$ cat config.mk
export PLATFORM = sky130hd
export DESIGN_NAME = frequency_meter_flat
export DESIGN_NICKNAME = d
export VERILOG_FILES = /design/src/rtl/frequency_meter_pkg.sv /design/src/rtl/frequency_meter_if.sv /design/src/rtl/frequency_meter_sync_edge_detect.sv /design/src/rtl/frequency_meter.sv /design/src/flat_wrapper.sv
export SDC_FILE = /design/constraint.sdc
export NUM_CORES = 1
export LEC_CHECK = 0
export CAP_MARGIN = 0
export CORE_ASPECT_RATIO = 1.2
export CORE_MARGIN = 2
export CORE_UTILIZATION = 30
export DETAILED_ROUTE_END_ITERATION = 16
export HOLD_SLACK_MARGIN = 0.03
export PLACE_DENSITY = 0.46
export SLEW_MARGIN = 10
export SYNTH_ARGS = -nofsm -noshare
export SYNTH_HDL_FRONTEND = slang
export SYNTH_SLANG_ARGS = --single-unit
$ cat constraint.sdc
create_clock -name clk_50Mhz -period 2.1 [get_ports clk_50Mhz]
set_input_delay 0.42 -clock clk_50Mhz [delete_from_list [all_inputs] [get_ports clk_50Mhz]]
set_output_delay 0.42 -clock clk_50Mhz [all_outputs]
set_load 0.1 [all_outputs]
$ cat src/rtl/frequency_meter_pkg.sv
// Shared definitions for the frequency meter: FSM encoding, arm length and parameter defaults.
// Latency: n/a (definitions only).
// Backpressure: n/a.
package frequency_meter_pkg;

    // FSM state encoding, kept as plain constants so the state register is an ordinary vector
    localparam logic [1:0] ST_IDLE = 2'd0;
    localparam logic [1:0] ST_ARM  = 2'd1;
    localparam logic [1:0] ST_GATE = 2'd2;

    // Cycles spent in ARM before the first window; flushes stale synchronizer contents
    localparam int ARM_CYCLES = 2;

    // Defaults give a 1 s gate at 50 MHz so the result reads directly in Hz
    localparam int DEFAULT_GATE_CYCLES = 50_000_000;
    localparam int DEFAULT_COUNT_W     = 26;
    localparam int DEFAULT_GATE_W      = 26;

endpackage

$ cat src/rtl/frequency_meter_if.sv
// Measurement bus of the frequency meter: control/signal inputs and the result outputs.
// Latency: n/a (wiring only).
// Backpressure: none; freq_valid is a one-cycle pulse and the result registers hold in between.
interface frequency_meter_if
    import frequency_meter_pkg::*;
#(
    parameter int COUNT_W = DEFAULT_COUNT_W
);

    logic               enable;
    logic               sig_in;
    logic [COUNT_W-1:0] freq_count;
    logic               freq_valid;
    logic               overflow;
    logic               busy;

    // The meter itself
    modport master (
        input  enable,
        input  sig_in,
        output freq_count,
        output freq_valid,
        output overflow,
        output busy
    );

    // Whoever controls the meter and consumes its results
    modport slave (
        output enable,
        output sig_in,
        input  freq_count,
        input  freq_valid,
        input  overflow,
        input  busy
    );

endinterface

$ cat src/rtl/frequency_meter_sync_edge_detect.sv
// Brings an asynchronous input into the clk domain (2-FF sync) and flags its rising edges.
// Latency: rise asserts 2 cycles after the input is first sampled high; one-cycle pulse.
// Backpressure: none; free-running, edges faster than clk/2 are lost.
module frequency_meter_sync_edge_detect (
    input  logic clk,
    input  logic reset,
    input  logic async_in,
    output logic rise
);

    logic sync_1;
    logic sync_2;
    logic sync_3;

    // Two metastability stages followed by one history stage for edge detection
    always_ff @(posedge clk) begin
        if (reset) begin
            sync_1 <= 1'b0;
            sync_2 <= 1'b0;
            sync_3 <= 1'b0;
        end else begin
            sync_1 <= async_in;
            sync_2 <= sync_1;
            sync_3 <= sync_2;
        end
    end

    // Rising edge of the synchronized signal
    assign rise = sync_2 & ~sync_3;

endmodule

$ cat src/rtl/frequency_meter.sv
// Counts rising edges of sig_in over a fixed gate window of GATE_CYCLES clocks and reports the total.
// Latency: first freq_valid 2+GATE_CYCLES cycles after enable is first sampled high, then every GATE_CYCLES.
// Backpressure: none; results are one-cycle pulses, dropping enable aborts the window in progress.
module frequency_meter
    import frequency_meter_pkg::*;
#(
    parameter int GATE_CYCLES = DEFAULT_GATE_CYCLES,
    parameter int COUNT_W     = DEFAULT_COUNT_W,
    parameter int GATE_W      = DEFAULT_GATE_W
) (
    input  logic                  clk_50Mhz,
    input  logic                  reset,
    frequency_meter_if.master     bus
);

    localparam logic [GATE_W-1:0]  GATE_LAST = GATE_W'(GATE_CYCLES - 1);
    localparam logic [1:0]         ARM_LAST  = 2'(ARM_CYCLES - 1);
    localparam logic [COUNT_W-1:0] COUNT_MAX = {COUNT_W{1'b1}};

    logic [1:0]         state;
    logic [1:0]         arm_cnt;
    logic [GATE_W-1:0]  gate_cnt;
    logic [COUNT_W-1:0] edge_cnt;
    logic               sat_seen;

    logic               sig_rise;
    logic               terminal;
    logic               at_max;
    logic               inc_sat;
    logic [COUNT_W-1:0] edge_cnt_next;

    frequency_meter_sync_edge_detect u_sync (
        .clk      (clk_50Mhz),
        .reset    (reset),
        .async_in (bus.sig_in),
        .rise     (sig_rise)
    );

    // Last cycle of the current gate window
    assign terminal = (state == ST_GATE) && (gate_cnt == GATE_LAST);

    // Saturating increment: an edge arriving at the ceiling is dropped and remembered
    assign at_max        = (edge_cnt == COUNT_MAX);
    assign inc_sat       = sig_rise & at_max;
    assign edge_cnt_next = (sig_rise && !at_max) ? edge_cnt + COUNT_W'(1) : edge_cnt;

    // FSM, gate timer and edge accumulator; enable low drops straight back to IDLE
    always_ff @(posedge clk_50Mhz) begin
        if (reset) begin
            state    <= ST_IDLE;
            arm_cnt  <= 2'd0;
            gate_cnt <= '0;
            edge_cnt <= '0;
            sat_seen <= 1'b0;
        end else if (!bus.enable) begin
            state    <= ST_IDLE;
            arm_cnt  <= 2'd0;
            gate_cnt <= '0;
            edge_cnt <= '0;
            sat_seen <= 1'b0;
        end else begin
            case (state)
                ST_IDLE: begin
                    state   <= ST_ARM;
                    arm_cnt <= 2'd0;
                end
                ST_ARM: begin
                    if (arm_cnt == ARM_LAST) begin
                        state    <= ST_GATE;
                        gate_cnt <= '0;
                        edge_cnt <= '0;
                        sat_seen <= 1'b0;
                    end else begin
                        arm_cnt <= arm_cnt + 2'd1;
                    end
                end
                ST_GATE: begin
                    if (terminal) begin
                        // Next window starts immediately, no dead cycle
                        gate_cnt <= '0;
                        edge_cnt <= '0;
                        sat_seen <= 1'b0;
                    end else begin
                        gate_cnt <= gate_cnt + GATE_W'(1);
                        edge_cnt <= edge_cnt_next;
                        sat_seen <= sat_seen | inc_sat;
                    end
                end
                default: begin
                    state <= ST_IDLE;
                end
            endcase
        end
    end

    // Result registers: loaded at the end of each completed window, held otherwise
    always_ff @(posedge clk_50Mhz) begin
        if (reset) begin
            bus.freq_count <= '0;
            bus.overflow   <= 1'b0;
            bus.freq_valid <= 1'b0;
        end else begin
            bus.freq_valid <= 1'b0;
            if (bus.enable && terminal) begin
                // An edge seen on the terminal cycle still belongs to this window
                bus.freq_count <= edge_cnt_next;
                bus.overflow   <= sat_seen | inc_sat;
                bus.freq_valid <= 1'b1;
            end
        end
    end

    // Busy whenever a measurement is being armed or gated
    assign bus.busy = (state != ST_IDLE);

endmodule

$ cat src/flat_wrapper.sv
// flat-port wrapper written by rule: the top's interface ports become plain ports
module frequency_meter_flat import frequency_meter_pkg::*;
#(
    parameter int GATE_CYCLES = DEFAULT_GATE_CYCLES,
    parameter int COUNT_W     = DEFAULT_COUNT_W,
    parameter int GATE_W      = DEFAULT_GATE_W
)
  (clk_50Mhz, reset, bus_enable, bus_sig_in, bus_freq_count, bus_freq_valid, bus_overflow, bus_busy);
  frequency_meter_if #(.COUNT_W(COUNT_W)) bus_i ();
  input  logic clk_50Mhz;
  input  logic reset;
  input wire logic [$bits(bus_i.enable)-1:0] bus_enable;
  input wire logic [$bits(bus_i.sig_in)-1:0] bus_sig_in;
  output wire logic [$bits(bus_i.freq_count)-1:0] bus_freq_count;
  output wire logic [$bits(bus_i.freq_valid)-1:0] bus_freq_valid;
  output wire logic [$bits(bus_i.overflow)-1:0] bus_overflow;
  output wire logic [$bits(bus_i.busy)-1:0] bus_busy;
  assign bus_i.enable = bus_enable;
  assign bus_i.sig_in = bus_sig_in;
  assign bus_freq_count = bus_i.freq_count;
  assign bus_freq_valid = bus_i.freq_valid;
  assign bus_overflow = bus_i.overflow;
  assign bus_busy = bus_i.busy;
  frequency_meter #(.GATE_CYCLES(GATE_CYCLES), .COUNT_W(COUNT_W), .GATE_W(GATE_W)) u_core (.clk_50Mhz(clk_50Mhz), .reset(reset), .bus(bus_i));
endmodule
==> reports/qor.yml <==
power.density_cell_area_nw_per_um2: 554
clock_tree_from_tritoncts: "yes"
part_of_the_power_in_the_clock_network_pct: 48.3
synth_enable_flop_cells: 0
rd_place_congestion: 0.897
timing.critical_path.to: "u_core.edge_cnt[17]$_SDFFE_PP0P_"
power_report.internal_total_mw: 2.70
numPortBuffers: 32
dp_hpwl_um: 10200
ff2ff_setup_slack_ns: 0.06
detail_route.wirelength_um: 13900
dr_wl_cell_um: 15.9
yosys_warnings: 0
die_height_um: 139
grt_util_all_layers_pct: 17.5
rows: 49
clock_latency_ns: 0.36
grt_start_max_net_pins: 32
share_of_the_clock_period_used_by_the_worst_path_pct: 97.3
antenna_found_initial: 0
place_ws_ns: -0.163
timing.reg2reg.worst_path_depth: 7
final_nets: 672
detailroute.via_count: 4567
area_added_between_synthesis_and_finish_pct: 37.1
global_route_wire_length_before_repair_um: 22000
ctsRootBufferMaster: "sky130_fd_sc_hd__clkbuf_16"
rsz_0062_raised_after_global_routing: "true"
gr-usage-met1_pct: 21.0
grt-ovfl-total: 0
postSynth.asyncResetShare_pct: 0
ant_nets: 0
detail_route.first_pass.iterations: 4
drt_first_iter_violations: 157
use_met2_pct: 28.9
clock_path_buffers: 2
worst_ep_required_time_ns: 2.35
yosys_most_used_dff: "sky130_fd_sc_hd__dfxtp_1"
numClockSinks: 88
power.ir.vdd_worst_v: 0.000306
worst-slew-pin-transition_ns: 0.552
regToRegStartpoint: "u_core.gate_cnt[10]$_SDFFE_PP0P_"
critPathLaunchType: "register"
worstPathCellList: "or4bb_4 -> nor4_2 -> buf_4 -> a21oi_4 -> buf_8 -> and3_1 -> o22a_1"
die_area_um2: 16100
netSwitchingPower_mw: 0.755
final_setup_vio_count: 0
worstReg2RegEnd: "u_core.edge_cnt[17]$_SDFFE_PP0P_"
yosysUniqueCellTypes: 56
floorplan.io_pins: 33
critical_path_arrival_ns: 2.29
floorplan.initialDensity_pct: 30.5
design.core.area_um2: 14900
critPathCaptureType: "register"
max_slew_margin_pct: 63.2
hold_viol_final: 0
fin_crit_ns: 2.04
drc: 0
p_seq_share_pct: 48.5
cap_violations: 0
gr-usage-met3_pct: 3.02
cts-htree-levels: 3
path_max_fanout: 24
postSynthAreaPerCell_um2: 8.26
final_cell_area_um2: 6230
synth.yosys.seq_area_share_pct: 38.8
synthesis.instances: 550
post_synth_instance_area_um2: 4540
status: "finished clean"
max_freq_ghz: 0.489
crit_path_top_delay_cell: "sky130_fd_sc_hd__or4bb_4"
die-width_um: 116
hold_path.class: "reg -> reg"
yosys_register_bits: 88
final_common_cell: "sky130_fd_sc_hd__buf_4"
vias_per_cell: 5.23
timing.final.ws_setup_ns: 0.0564
share_comb_of_total_power_pct: 3.2
clkSlewWorstSetupHoldPaths_ns: 0.06
tritoncts.num_buffers: 9
critPathLaunch: "u_core.gate_cnt[10]$_SDFFE_PP0P_"
most-common-layout-cells: "132 x sky130_fd_sc_hd__buf_4, 85 x sky130_fd_sc_hd__dfxtp_1, 56 x sky130_fd_sc_hd__nor2_1"
switching_share_pct: 21.9
critPathMaxStageDelay_ns: 0.57
first_global_vias: 4353
final_layout_size_suffix_gt1_share_pct: 29.3
timing_max_transition_violations_final: 0
final.setup_skew_ns: 0.0104
grt_busiest_layer: "met2"
crit_type: "reg -> reg"
synthesis.nets: 557
total_leakage_power_nw: 2.20
num_antenna_cells: 0
placed_area_um2: 5770
## critical path: cells and delay by family (launching register included)
kind	cells	cell delay, ns
buf+inv	2	0.33
flops	1	0.32
compound gates	2	0.27
simple gates	3	1.01
## stage by stage
stage          total power [mW]  setup TNS [ns]  hold slack, ns  instances  util, %
3_3_place_gp               1.82           -2.79           0.444        856     38.7
2_1_floorplan              1.77         -0.0518           0.414        550        -
6_report                   3.45               0           0.453        874     41.8
4_1_cts                    3.49               0           0.459        873     40.9
3_5_place_dp               1.82           -4.81           0.450        856     38.7
5_1_grt                    3.58         -0.0565           0.467        874     41.8
## routing by layer
layer  routed length, µm  up-vias
met5                   0        -
met4                 500        0
met3                 431       28
met2                6920       91
met1                6000     2177
li1                    -     2271
## cell families (layout without fill, tap and decap cells)
group / count (synthesis) / in the layout / share of synthesized area (%)
compound gates: 137 / 137 / 19.5
xor+xnor: 33 / 33 / 6.36
fa+ha+maj: 3 / 3 / 0.827
buf+inv: 47 / 167 / 4.35
flops: 88 / 88 / 38.8
mux: 5 / 5 / 1.10
simple gates: 237 / 237 / 29.0
## layout make-up
class	count	area, µm²
clock buffers	13	260
flip-flops and latches	88	1770
fillers	1523	8670
clock inverters	3	40.0
multi-input cells	415	2730
inverters	7	26.3
well taps	204	255
repair buffers	144	1150
## registers in the layout, summed over array words and instances (netlist names), 2 cells and up
name,count
u_core.edge_cnt,26
u_core.state,2
u_core.arm_cnt,2
u_core.gate_cnt,26
u_core.bus.freq_count,26
## cells in the mapped netlist, types with 3 or more instances
cell type	n	area share [%]
sky130_fd_sc_hd__dfxtp_1	88	39
sky130_fd_sc_hd__nor2_1	56	4.6
sky130_fd_sc_hd__a21oi_1	39	4.3
sky130_fd_sc_hd__nand2_1	34	2.8
sky130_fd_sc_hd__a31oi_1	26	3.6
sky130_fd_sc_hd__a211oi_1	25	4.1
sky130_fd_sc_hd__nand3_1	24	2.6
sky130_fd_sc_hd__nand4_1	24	3.3
sky130_fd_sc_hd__clkbuf_1	22	1.8
sky130_fd_sc_hd__o21ai_0	22	2.4
sky130_fd_sc_hd__xnor2_1	19	3.7
sky130_fd_sc_hd__buf_2	16	1.8
sky130_fd_sc_hd__and4_1	14	2.7
sky130_fd_sc_hd__xor2_1	14	2.7
sky130_fd_sc_hd__nor4_1	12	1.7
sky130_fd_sc_hd__nand2b_1	11	1.5
sky130_fd_sc_hd__and3_1	10	1.4
sky130_fd_sc_hd__nor3_1	10	1.1
sky130_fd_sc_hd__inv_1	7	0.58
sky130_fd_sc_hd__and2_1	6	0.83
sky130_fd_sc_hd__nor2b_1	6	0.83
sky130_fd_sc_hd__mux2i_1	5	1.1
sky130_fd_sc_hd__or3_1	4	0.55
sky130_fd_sc_hd__a21boi_0	3	0.50
sky130_fd_sc_hd__a22oi_1	3	0.50
sky130_fd_sc_hd__ha_1	3	0.83
sky130_fd_sc_hd__o22a_1	3	0.58
sky130_fd_sc_hd__o31ai_1	3	0.50
sky130_fd_sc_hd__or4_1	3	0.50
## repair_timing
action,4_1_cts,5_1_grt
setup buffers,1,1
hold buffers,0,0
endpoints found under the hold margin,0,0
gates resized for setup,5,31
endpoints found under the setup margin,44,36
pin swaps,3,9
## how the worst min path moves through the flow
| stage | start | end | slack [ns] | depth (start not counted) |
|---|---|---|---|---|
| after floorplan | u_core.u_sync.sync_1$_SDFF_PP0_ | u_core.u_sync.sync_2$_SDFF_PP0_ | 0.41 | 1 |
| after global placement | u_core.u_sync.sync_1$_SDFF_PP0_ | u_core.u_sync.sync_2$_SDFF_PP0_ | 0.44 | 1 |
| after global routing | u_core.u_sync.sync_1$_SDFF_PP0_ | u_core.u_sync.sync_2$_SDFF_PP0_ | 0.47 | 1 |
| after detailed placement | u_core.u_sync.sync_1$_SDFF_PP0_ | u_core.u_sync.sync_2$_SDFF_PP0_ | 0.45 | 1 |
| final | u_core.u_sync.sync_1$_SDFF_PP0_ | u_core.u_sync.sync_2$_SDFF_PP0_ | 0.45 | 1 |
| after CTS | u_core.u_sync.sync_1$_SDFF_PP0_ | u_core.u_sync.sync_2$_SDFF_PP0_ | 0.46 | 1 |
## power by group through the flow
stage / Clock, mW / Combinational (mW) / Sequential [mW]
final: 1.67 / 0.109 / 1.67
after global placement: 0 / 0.108 / 1.71
after global routing: 1.79 / 0.117 / 1.67
after detailed placement: 0 / 0.108 / 1.71
after CTS: 1.71 / 0.109 / 1.67
after floorplan: 0 / 0.0537 / 1.71
No activity file was read; power rests on OpenSTA's default activity.
